**src/rtl/fetch_pc_unit.sv**
```systemverilog
// Instruction-fetch stage: owns the PC, fetches over a req/ack handshake and
// hands one instruction at a time to decode over a valid/ready handshake.
module fetch_pc_unit #(
  parameter int unsigned      Width    = 32,
  parameter logic [Width-1:0] RESET_PC = '0,
  parameter int unsigned      TIMEOUT  = 16
) (
  input  logic             clk,
  input  logic             rst,
  output logic             imem_req,
  output logic [Width-1:0] imem_addr,
  input  logic             imem_ack,
  input  logic [Width-1:0] imem_rdata,
  output logic [Width-1:0] instr,
  output logic             instr_valid,
  input  logic             instr_ready,
  input  logic [1:0]       PCsrc,
  input  logic [Width-1:0] ImmExt,
  input  logic [Width-1:0] ALUResult,
  output logic [Width-1:0] PC,
  output logic [Width-1:0] PCPlus4,
  output logic [1:0]       fault
);

  localparam int unsigned      CntW = (TIMEOUT > 1) ? $clog2(TIMEOUT) : 1;
  localparam logic [CntW-1:0]  CntLast = CntW'(TIMEOUT - 1);
  localparam logic [Width-1:0] Nop = Width'(32'h0000_0013);

  typedef enum logic [1:0] {IDLE, REQ, VALID, HALT} state_t;
  typedef enum logic [1:0] {
    FAULT_NONE     = 2'b00,
    FAULT_MISALIGN = 2'b01,
    FAULT_TIMEOUT  = 2'b10
  } fault_t;

  state_t          state_q, state_d;
  fault_t          fault_q;
  logic [Width-1:0] pc_q, pc_next, instr_q;
  logic [CntW-1:0]  cnt_q;
  logic             timeout_hit, misaligned, accept;

  assign PCPlus4     = pc_q + Width'(4);
  assign timeout_hit = (cnt_q == CntLast);
  assign accept      = (state_q == VALID) && instr_ready;

  // Reserved PCsrc encoding 10 falls through to sequential fetch.
  always_comb begin
    case (PCsrc)
      2'b01:   pc_next = pc_q + ImmExt;
      2'b11:   pc_next = {ALUResult[Width-1:1], 1'b0};
      default: pc_next = PCPlus4;
    endcase
  end

  assign misaligned = (pc_next[1:0] != 2'b00);

  // NOTE: sequential state uses non-blocking assignments so every register
  // samples pre-edge values regardless of process ordering.
  always_ff @(posedge clk or posedge rst) begin
    if (rst) state_q <= IDLE;
    else     state_q <= state_d;
  end

  // NOTE: each combinational output gets a default before the case so no
  // path leaves it unassigned and infers a latch.
  always_comb begin
    state_d = state_q;
    case (state_q)
      IDLE:    state_d = REQ;
      REQ: begin
        if (imem_ack)         state_d = VALID;
        else if (timeout_hit) state_d = HALT;
      end
      VALID:   if (instr_ready) state_d = misaligned ? HALT : REQ;
      HALT:    state_d = HALT;
      default: state_d = IDLE;
    endcase
  end

  always_comb begin
    imem_req    = 1'b0;
    instr_valid = 1'b0;
    case (state_q)
      REQ:     imem_req    = 1'b1;
      VALID:   instr_valid = 1'b1;
      default: ;
    endcase
  end

  always_ff @(posedge clk or posedge rst) begin
    if (rst) begin
      pc_q    <= RESET_PC;
      instr_q <= Nop;
      fault_q <= FAULT_NONE;
      cnt_q   <= '0;
    end else begin
      if (state_q == REQ) begin
        if (imem_ack) begin
          instr_q <= imem_rdata;
          cnt_q   <= '0;
        end else if (timeout_hit) begin
          fault_q <= FAULT_TIMEOUT;
        end else begin
          cnt_q <= cnt_q + CntW'(1);
        end
      end
      // A misaligned target halts with the PC still pointing at the culprit.
      if (accept) begin
        if (misaligned) fault_q <= FAULT_MISALIGN;
        else            pc_q    <= pc_next;
      end
    end
  end

  assign imem_addr = pc_q;
  assign PC        = pc_q;
  assign instr     = instr_q;
  assign fault     = fault_q;

endmodule

```
**config.mk**
```make
export PLATFORM = sky130hd
export DESIGN_NAME = fetch_pc_unit
export DESIGN_NICKNAME = d
export VERILOG_FILES = /design/src/rtl/fetch_pc_unit.sv
export SDC_FILE = /design/constraint.sdc
export NUM_CORES = 1
export LEC_CHECK = 0
export ABC_AREA = 1
export ABC_CLOCK_PERIOD_IN_PS = 2160
export BUFFER_PORTS_ARGS = -buffer_cell sky130_fd_sc_hd__buf_4
export CAP_MARGIN = 20
export CORE_ASPECT_RATIO = 1.1
export CORE_MARGIN = 5
export CORE_UTILIZATION = 39
export DETAILED_ROUTE_END_ITERATION = 6
export MAX_ROUTING_LAYER = met4
export PLACE_DENSITY = 0.77
export SYNTH_ARGS = -nofsm -noshare
export SYNTH_HDL_FRONTEND = slang
export SYNTH_SLANG_ARGS = --single-unit
export TNS_END_PERCENT = 50
```
**constraint.sdc**
```tcl
create_clock -name clk -period 2.16 [get_ports clk]
set_clock_uncertainty 0.05 [all_clocks]
set_input_delay 0.108 -clock clk [delete_from_list [all_inputs] [get_ports clk]]
set_output_delay 0.108 -clock clk [all_outputs]
set_load 0.02 [all_outputs]
```
==> results.py <==
metrics = {
    "place": {
        "dpl.cell_count": 1595,
        "place_congestion": 1.00,
        "io_buffer_count": 232,
        "dp_hpwl_um": 21100,
    },
    "layout": {
        "syn2layout_area_growth_pct": 48.8,
        "final_nets": 1569,
        "antenna_cells": 0,
        "drive_above_1_share_pct": 29.9,
        "layout_common_cells": "nand2_1 (442), buf_4 (286), inv_1 (157), nor2_1 (83), a21oi_1 (68)",
        "stdcell_count": 1672,
        "final_common_cell": "nand2_1",
    },
    "global_routing": {
        "antenna_found_initial": 0,
        "grt-ovfl-total": 0,
        "grt_pass1_wl_um": 41800,
        "grt_pass1_vias": 8104,
        "grt_max_degree": 39,
        "grt_usage_pct": 27.0,
    },
    "timing": {
        "final.period_utilization_pct": 102,
        "slew_violations": 0,
        "whs_ps": 29.4,
        "tightestPinTransition_ps": 637,
        "min_period_ps": 2210,
        "slew_headroom_pct": 57.5,
        "fmax_mhz": 452,
        "finalWorstSetupSlack_ps": -51.7,
        "rsz0062_at_grt": "yes",
        "finalHoldViolCount": 0,
        "setup_viol": 12,
    },
    "clock_network": {
        "cts_made_buffers": 9,
        "clk_latency_ps": 340,
        "clockRootBuffer": "clkbuf_16",
        "path_clk_slew_ps": 60,
        "cts_num_sinks": 72,
        "htreeDepth": 3,
        "cts_max_path_buffers": 2,
        "cts_tree": "built",
    },
    "setup_path": {
        "critPathTopFamily": "adder cells",
        "reg2reg_from": "PC[0]",
        "cpMaxStageDelayCell": "fa_1",
        "cp_num_buf_inv": 3,
        "cp.required_ps": 2370,
        "cpPeakStageDelay_ps": 500,
        "cp_cell_sequence": "ha_4 -> inv_2 -> fa_1 -> a21oi_2 -> nor2_2 -> o21ai_2 -> nor2_4 -> buf_4 -> clkbuf_16 -> nor2_1 -> a31oi_1",
        "cp_max_fo": 11,
        "crit_path_start_kind": "register",
        "cp-startpoint": "PC[0]",
        "path_class": "register to register",
        "worstPathArrival_ps": 2420,
        "critPathCaptureType": "register",
    },
    "status": {
        "status": "finished with violations",
        "violations": "negative setup slack",
    },
    "floorplan": {
        "fp.dieH_um": 149,
        "initial_core_util_pct": 39.9,
        "die_w_um": 136,
        "dieArea_um2": 20300,
        "ioPinCount": 234,
        "core_area_um2": 17100,
        "rows": 50,
    },
    "detailed_routing": {
        "route.detailed.drc": 0,
        "ant_nets": 0,
        "wl_per_cell_um": 16.5,
        "first_iter_violations": 660,
        "drt-pass1-iter-count": 5,
        "num_vias": 8353,
        "vias_per_cell": 5.00,
        "drt_wl_total_um": 27500,
    },
    "synth": {
        "synth_nets": 1268,
        "synthMuxAreaShare_pct": 0,
        "ys_types": 43,
        "ys_seq_area_share_pct": 26.4,
        "synth_top_family_by_area": "simple AND/OR/NAND/NOR gates",
        "synth-edff-count": 0,
        "syn_area_per_cell_um2": 6.04,
        "yosysWarnings": 0,
        "synthSimpleGateAreaFrac_pct": 41.5,
        "synthFlopType": "dfrtp_1",
        "syn_inst": 1132,
        "syn_area_um2": 6840,
        "synth-adder-area-share_pct": 6.33,
        "synth_xor_area_share_pct": 2.25,
        "synth_compound_area_share_pct": 9.16,
        "ys_ff_latch": 72,
        "async_flop_share_pct": 100,
    },
    "power_and_ir_drop": {
        "power_density_nw_per_um2": 1470,
        "p_leak_nw": 5.57,
        "vdd_drop_max_mv": 0.828,
        "finalPower_mw": 15.0,
    },
    "worst_hold_path": {
        "hold_path.class": "primary input to register",
        "hold_start": "ALUResult[6]",
    },
    "job": {
        "maxCapViolCount": 0,
    },
}
==> worst register-to-register path, stage by stage (launching register included) <==
cell and delay (ps):
dfrtp_2 390, ha_4 140, inv_2 30, fa_1 500
a21oi_2 70, nor2_2 140, o21ai_2 100, nor2_4 200
buf_4 180, clkbuf_16 150, nor2_1 50, a31oi_1 140
==> kinds of logic after synthesis <==
logic type	after synthesis
flip-flops	72
AO/OA/AOI/OAI	114
XOR/XNOR	15
AND/OR/NAND/NOR	676
adder cells (fa/ha/maj)	34
buffers and inverters	221
==> cell type report <==
| class | instances | area (µm²) |
|---|---|---|
| well taps | 234 | 293 |
| fillers | 1624 | 6970 |
| multi-input cells | 839 | 4340 |
| flip-flops and latches | 72 | 1810 |
| inverters | 167 | 627 |
| clock inverters | 6 | 68.8 |
| clock buffers | 10 | 229 |
| repair buffers | 344 | 2810 |
==> cell usage after synthesis (all sizes together), types with 2 or more instances <==
cell / instances / area [µm²]
or2: 8 / 50.1
and2: 5 / 31.3
nor3: 16 / 128
nand3b: 9 / 67.6
o211ai: 2 / 15.0
a22oi: 2 / 15.0
a31oi: 7 / 43.8
nand3: 63 / 320
inv: 167 / 627
nand2: 458 / 1730
o21bai: 3 / 22.5
xor2: 14 / 145
dfstp: 3 / 78.8
ha: 33 / 413
buf: 48 / 330
dfrtp: 69 / 1730
nor2: 111 / 473
nand4: 6 / 37.5
a21oi: 77 / 397
o22ai: 2 / 12.5
clkbuf: 6 / 22.5
o21ai: 17 / 88.8
==> sequential cells by signal, summed over array words and instances, names as in the netlist <==
| register | cells |
|---|---|
| cnt_q | 4 |
| state_q | 2 |
| instr | 32 |
| fault | 2 |
| PC | 32 |
==> worst paths after layout <==
path / end / slack, ps / cells after the start
hold / removal: PC[6] / 30 / 3
setup / recovery: PC[5] / -50 / 11
hold reg to reg: instr[4] / 410 / 2
max in group asynchronous: instr[0] / 990 / 4
setup reg to reg: PC[5] / -50 / 11
min in group asynchronous: PC[20] / 380 / 3
==> report_power, final <==
part	switching, mW	internal, mW
combinational	6.63	4.33
sequential	0.518	1.99
clock	0.611	0.901
total	7.76	7.23
==> timing repair <==
action / CTS / global route
hold buffers: 33 / 0
pin swaps: 7 / 18
endpoints found under the setup margin: 35 / 53
cloned: 0 / 4
hold endpoints to repair: 56 / 0
setup buffers: 8 / 16
resized for setup: 19 / 73
==> per-layer routing <==
layer | global-route usage [%] | up-vias | routed length [µm] | share of wire (%)
li1 | - | 4091 | - | -
met1 | 32.2 | 3748 | 10700 | 39
met2 | 42.8 | 423 | 12900 | 47
met3 | 4.72 | 91 | 2280 | 8.3
met4 | 15.4 | 0 | 1650 | 6.0
met5 | - | - | 0 | 0
==> stage by stage <==
step	utilization (%)	setup slack, ps	TNS (ps)	instance area [µm²]
after floorplan	-	21.5	0	6840
after global placement	52.2	10.1	0	8950
after detailed placement	52.2	-50.9	-641	8950
after CTS	56.7	-5.86	-9.47	9720
after global routing	59.4	-180	-3830	10200
final	59.4	-51.7	-221	10200
No activity file was read; power rests on OpenSTA's default activity.
